**config.mk**
```make
export PLATFORM = sky130hd
export DESIGN_NAME = pwm_ramp_ctrl
export DESIGN_NICKNAME = d
export VERILOG_FILES = /design/src/rtl/pwm_ctrl_pkg.sv /design/src/rtl/pwm_ramp_ctrl_strobe_div.sv /design/src/rtl/pwm_ramp_ctrl.sv
export SDC_FILE = /design/constraint.sdc
export NUM_CORES = 1
export LEC_CHECK = 0
export BUFFER_PORTS_ARGS = -buffer_cell sky130_fd_sc_hd__buf_2
export CAP_MARGIN = 20
export CORE_MARGIN = 5
export CORE_UTILIZATION = 40
export CTS_BUF_LIST = sky130_fd_sc_hd__clkbuf_4 sky130_fd_sc_hd__clkbuf_8
export DETAILED_ROUTE_END_ITERATION = 16
export HOLD_SLACK_MARGIN = 0.12
export PLACE_DENSITY_LB_ADDON = 0.2
export REMOVE_ABC_BUFFERS = 1
export SLEW_MARGIN = 20
export SYNTH_ARGS = -nofsm -noshare
export SYNTH_HDL_FRONTEND = slang
export SYNTH_SLANG_ARGS = --single-unit
```
**constraint.sdc**
```tcl
create_clock -name clk -period 6.9 [get_ports clk]
set_input_delay 1.035 -clock clk [delete_from_list [all_inputs] [get_ports clk]]
set_output_delay 1.035 -clock clk [all_outputs]
set_load 0.02 [all_outputs]
```
**src/rtl/pwm_ctrl_pkg.sv**
```systemverilog
// Shared types and default widths for the PWM ramp controller.
`timescale 1ns/1ps
package pwm_ctrl_pkg;

  localparam int unsigned PWM_N_DEF     = 8;
  localparam int unsigned PWM_DIV_W_DEF = 16;

  typedef enum logic [1:0] {
    ST_IDLE = 2'd0,
    ST_UP   = 2'd1,
    ST_DOWN = 2'd2,
    ST_HOLD = 2'd3
  } pwm_state_e;

endpackage

```
**src/rtl/pwm_ramp_ctrl_strobe_div.sv**
```systemverilog
// strobe_div: counts 0..cmp_i and wraps; pulse_o is high in the cycle the count equals cmp_i.
`timescale 1ns/1ps
module strobe_div #(
  parameter int W = 16
) (
  input  logic         clk,
  input  logic         rst_n,
  input  logic         en_i,
  input  logic         clr_i,
  input  logic [W-1:0] cmp_i,
  output logic         pulse_o
);

  logic [W-1:0] cnt_q, cnt_d;

  // >= rather than == so a live shrink of cmp_i below the count still wraps.
  always_comb begin
    cnt_d = cnt_q;
    if (!en_i || clr_i) begin
      cnt_d = '0;
    end else if (cnt_q >= cmp_i) begin
      cnt_d = '0;
    end else begin
      cnt_d = cnt_q + 1'b1;
    end
  end

  always_ff @(posedge clk or negedge rst_n) begin
    if (!rst_n) begin
      cnt_q <= '0;
    end else begin
      cnt_q <= cnt_d;
    end
  end

  // Gated by reset so the strobe is low during reset even when cmp_i is 0.
  assign pulse_o = rst_n & en_i & ~clr_i & (cnt_q == cmp_i);

endmodule

```
**src/rtl/pwm_ramp_ctrl.sv**
```systemverilog
// pwm_ramp_ctrl: ramps a PWM duty value toward a target one LSB per rate interval.
// Optional macro PWM_RAMP_BREATHE_EN makes the ramp bounce between the target and 0.
`timescale 1ns/1ps
module pwm_ramp_ctrl
  import pwm_ctrl_pkg::*;
#(
  parameter int N     = PWM_N_DEF,
  parameter int DIV_W = PWM_DIV_W_DEF
) (
  input  logic             clk,
  input  logic             rst,
  input  logic             ena,
  input  logic             start,
  input  logic [N-1:0]     target,
  input  logic [DIV_W-1:0] rate,
  input  logic [DIV_W-1:0] step_div,
  output logic [N-1:0]     duty,
  output logic             step,
  output logic             pwm_ena,
  output logic             busy,
  output logic             done,
  output logic [1:0]       dbg_state_o
);

  // start is a one-cycle request with no ready: it is taken whenever ena is high.
  pwm_state_e       state_q, state_d;
  logic [N-1:0]     duty_q, duty_d;
  logic [N-1:0]     goal_q, goal_d;
  logic [DIV_W-1:0] rate_q, rate_d;
  logic             done_q, done_d;
  logic             start_acc;
  logic             ramping;
  logic             rate_tick;
`ifdef PWM_RAMP_BREATHE_EN
  logic [N-1:0]     tgt_q, tgt_d;
`endif

  assign start_acc = ena & start;
  assign ramping   = (state_q == ST_UP) || (state_q == ST_DOWN);

  strobe_div #(.W(DIV_W)) u_step_div (
    .clk     (clk),
    .rst_n   (rst),
    .en_i    (ena),
    .clr_i   (1'b0),
    .cmp_i   (step_div),
    .pulse_o (step)
  );

  strobe_div #(.W(DIV_W)) u_rate_div (
    .clk     (clk),
    .rst_n   (rst),
    .en_i    (ena & ramping),
    .clr_i   (start_acc),
    .cmp_i   (rate_q),
    .pulse_o (rate_tick)
  );

  always_comb begin
    state_d = state_q;
    duty_d  = duty_q;
    goal_d  = goal_q;
    rate_d  = rate_q;
    done_d  = 1'b0;
`ifdef PWM_RAMP_BREATHE_EN
    tgt_d   = tgt_q;
`endif
    if (!ena) begin
      state_d = ST_IDLE;
    end else if (start) begin
      goal_d = target;
      rate_d = rate;
`ifdef PWM_RAMP_BREATHE_EN
      tgt_d  = target;
`endif
      if (target > duty_q)      state_d = ST_UP;
      else if (target < duty_q) state_d = ST_DOWN;
      else                      state_d = ST_HOLD;
    end else if (ramping && rate_tick) begin
      if (state_q == ST_UP) begin
        if (duty_q != '1) duty_d = duty_q + 1'b1;
      end else begin
        if (duty_q != '0) duty_d = duty_q - 1'b1;
      end
      if (duty_d == goal_q) begin
`ifdef PWM_RAMP_BREATHE_EN
        // Arrival at the target turns toward 0; arrival at 0 turns back up.
        if (goal_q == tgt_q) done_d = 1'b1;
        if (tgt_q == '0) begin
          state_d = ST_HOLD;
        end else if (goal_q == tgt_q) begin
          goal_d  = '0;
          state_d = ST_DOWN;
        end else begin
          goal_d  = tgt_q;
          state_d = ST_UP;
        end
`else
        state_d = ST_HOLD;
        done_d  = 1'b1;
`endif
      end
    end
  end

  always_ff @(posedge clk or negedge rst) begin
    if (!rst) begin
      state_q <= ST_IDLE;
      duty_q  <= '0;
      goal_q  <= '0;
      rate_q  <= '0;
      done_q  <= 1'b0;
    end else begin
      state_q <= state_d;
      duty_q  <= duty_d;
      goal_q  <= goal_d;
      rate_q  <= rate_d;
      done_q  <= done_d;
    end
  end

`ifdef PWM_RAMP_BREATHE_EN
  always_ff @(posedge clk or negedge rst) begin
    if (!rst) begin
      tgt_q <= '0;
    end else begin
      tgt_q <= tgt_d;
    end
  end
`endif

  assign duty        = duty_q;
  assign busy        = ramping;
  assign pwm_ena     = ena & (state_q != ST_IDLE);
  assign done        = done_q;
  assign dbg_state_o = state_q;

endmodule
```
==> results.md <==
- Critical path class: in2out
- CP dominant cell by count: buf_2
- Mapped Avg Cell Area: 9.088 sq um
- CP Buf/Inv Count: 3
- Final setup skew: 0.01413 ns
- Synthesized area: 4589 sq um
- H-tree Lvls: 3
- Quantity of hold-fixing buffers added after cts: 0
- Share of cells above drive strength 1: 20.11%
- Met1 Wirelength: 4457 microns
- Number of synthesis warnings: 0
- Fmax: 285.4 MHz
- Final setup fails: 0
- Crit path DAT: 2.47 ns
- Crit-path max FO: 2
- First-pass GRT wire length: 16940 microns
- Fillers: 1109
- Crit path largest cell delay: 0.30 ns
- CP Launch Point: step_div[13]
- DRC marker count from the first detailed-route iteration: 120
- Area Overhead vs Synth: 13.77%
- Vias in the first global route: 3637
- Drt total wl: 10000 microns
- CP cell instances: buf_2 -> inv_1 -> ha_1 -> nand4_1 -> nor2_1 -> nand2_1 -> nor3_1 -> and3_1 -> buf_2
- Critical path endpoint category: primary output
- Fin crit share: 50.78%
- Required @ worst endpoint: 5.86 ns
- Most frequent cells in the layout: dfrtp_1 (67), nand2_1 (57), buf_2 (57), nor2_1 (52), ha_1 (47)
- Max-slew violations: 0
- Initial antenna violation count: 0
- Critical path launch point type: input port
- Starting density of the core: 40.54%
- CTS Sinks: 67
- Top Metal Used: met4
- Clk Latency, worst-skew pair: 0.34 ns
- Antenna fix cells: 0
- RR Startpoint: dbg_state_o[1]$_DFFE_PN0P_
- Post-synthesis sequential area ratio: 36.53%
- Placed inst area: 5032 sq um
- Leakage power: 2.626 nW
- Reg clk slew, reported paths: 0.06 ns
- Maximum vdd drop: 115.7 uV
- Count of different cell masters after synthesis: 49
- Die height: 117.1 microns
- Total power: 0.8580 mW
- Routed wl met3: 455 microns
- Cts bufs inserted: 9
- Via Count: 3732
- Asr flop ratio synth: 100.0%
- Max-slew headroom: 36.51%
- Drt drc: 0
- Vias per Instance: 5.256
- Final hold vios: 0
- Die Wd: 117.1 microns
- RSZ-0062 raised after global routing: false
- Power per standard cell area: 164.3 nW/um^2
- Detailed placement HPWL: 7717 microns
- CP max-delay cell: nor3_1
- Buffers on Ports: 57
- Worst Hold Class: reg2reg
- Clock tree buffer depth: 2
- Die area: 13720 sq um
- Commonest non-fill, non-tap cell in the layout: dfrtp_1
- FP Rows: 39
- Max-cap check violation count: 0
- DRT Pass-1 Iters: 4
- Status: complete, no violations
- Min Tclk post-route: 3.504 ns
- GP Congestion: 0.8145
- Routed length per placed instance: 14.09 microns
- Biggest area consumer among synthesized cells: dfrtp_1
- Top cell type's share of synthesized area: 36.53%
- CTS tree: done
- Post-Synthesis Cells: 505
- Total gr overflow: 0
- Largest net degree at the start of global routing: 70
- Routed met2 length: 4964 microns
- Post-CTS sizing: 0
- Crit-path leading delay family: simple AND/OR/NAND/NOR gates
- #FFs+latches synth: 67
- Setup Buffers After CTS: 0
- Setup_tns: 0 ns
- Worst-Margin Slew: 0.9472 ns
- Synth Flop Type: dfrtp_1
- Post-synth EDFFs: 0
- Root buffer cell: clkbuf_8
- # IOs: 58
- Finished Cell Area: 5221 sq um
- Core box area: 11320 sq um
- Min-delay src: goal_q[0]$_DFFE_PN0P_
- Synth top area cells: dfrtp_1 (37%), ha_1 (13%), mux2_2 (5.6%), nand2_1 (4.7%), nor2_1 (4.3%)
- Number of nets still failing antenna checks after routing: 0
- Tot GR Track Use: 15.56%
- Final net count: 653
[final cells by class]
type | count | area [sq um] | share of cell area (%)
sequential | 67 | 1677 | 32.11
clock buffer | 12 | 152.6 | 2.924
inverter | 46 | 172.7 | 3.307
multi-input combinational | 378 | 2699 | 51.69
timing repair buffer | 60 | 307.8 | 5.895
clock inverter | 4 | 33.78 | 0.6470
tap | 143 | 178.9 | 3.427
[cells by family (layout without fill, tap and decap cells)]
group / after synthesis / after routing / share of synthesized area, %
XOR/XNOR: 36 / 36 / 6.870
flip-flops: 67 / 67 / 36.53
AND/OR/NAND/NOR: 199 / 199 / 22.06
adder cells (fa/ha/maj): 47 / 47 / 12.81
AO/OA/AOI/OAI: 70 / 70 / 10.39
buffers and inverters: 60 / 122 / 5.044
multiplexers: 26 / 26 / 6.298
[metal layers]
metal | GRT usage, % | vias up
met2 | 26.62 | 76
met3 | 2.931 | 11
met5 | 0 | -
met4 | 4.358 | 0
li1 | - | 1862
met1 | 20.18 | 1783
[power breakdown]
part	internal [mW]	total (mW)	switching, mW	leakage [nW]
logic	0.0578	0.120	0.0620	1.67
registers	0.416	0.433	0.0175	0.858
clock network	0.151	0.305	0.154	0.0940
[path summary, 6_finish.rpt]
| check | end | slack [ns] | cells past startpoint |
|---|---|---|---|
| max | step | 3.40 | 9 |
| min | goal_q[0]$_DFFE_PN0P_ | 0.51 | 2 |
| max reg2reg | dbg_state_o[1]$_DFFE_PN0P_ | 4.05 | 9 |
| min reg2reg | goal_q[0]$_DFFE_PN0P_ | 0.51 | 2 |
| max in group asynchronous | goal_q[0]$_DFFE_PN0P_ | 5.46 | 2 |
| min in group asynchronous | rate_q[4]$_DFFE_PN0P_ | 0.89 | 2 |
[state kept, by name (all words and copies together) (netlist names)]
name and flops:
duty 8, done 1, u_step_div.cnt_q 16, rate_q 16, goal_q 8, u_rate_div.cnt_q 16, dbg_state_o 2
[metrics by stage]
stage	setup slack, ns	std cells	hold slack [ns]	utilization (%)
2_1_floorplan	3.721	491	0.4689	-
3_3_place_gp	3.459	694	0.4866	44.42
3_5_place_dp	3.386	694	0.4941	44.45
4_1_cts	3.388	710	0.5103	46.10
5_1_grt	3.224	710	0.5293	46.12
6_report	3.396	710	0.5060	46.12
[tightest hold or removal path, cell delays in order, from the launching register on]
cell	delay (ns)
dfrtp_1	0.36
nand2_1	0.05
o21ai_0	0.06
[cells in the mapped netlist (all sizes together) (5+ instances only)]
master,instances
dfrtp,67
nand2,58
nor2,52
ha,47
inv,46
mux2,23
xnor2,21
nand4,18
a21oi,17
nand3,16
xor2,15
o21ai,14
and3,13
clkbuf,9
nor2b,8
a21o,7
o211ai,7
o21a,7
buf,5
Power figures use the tool's default switching activity.
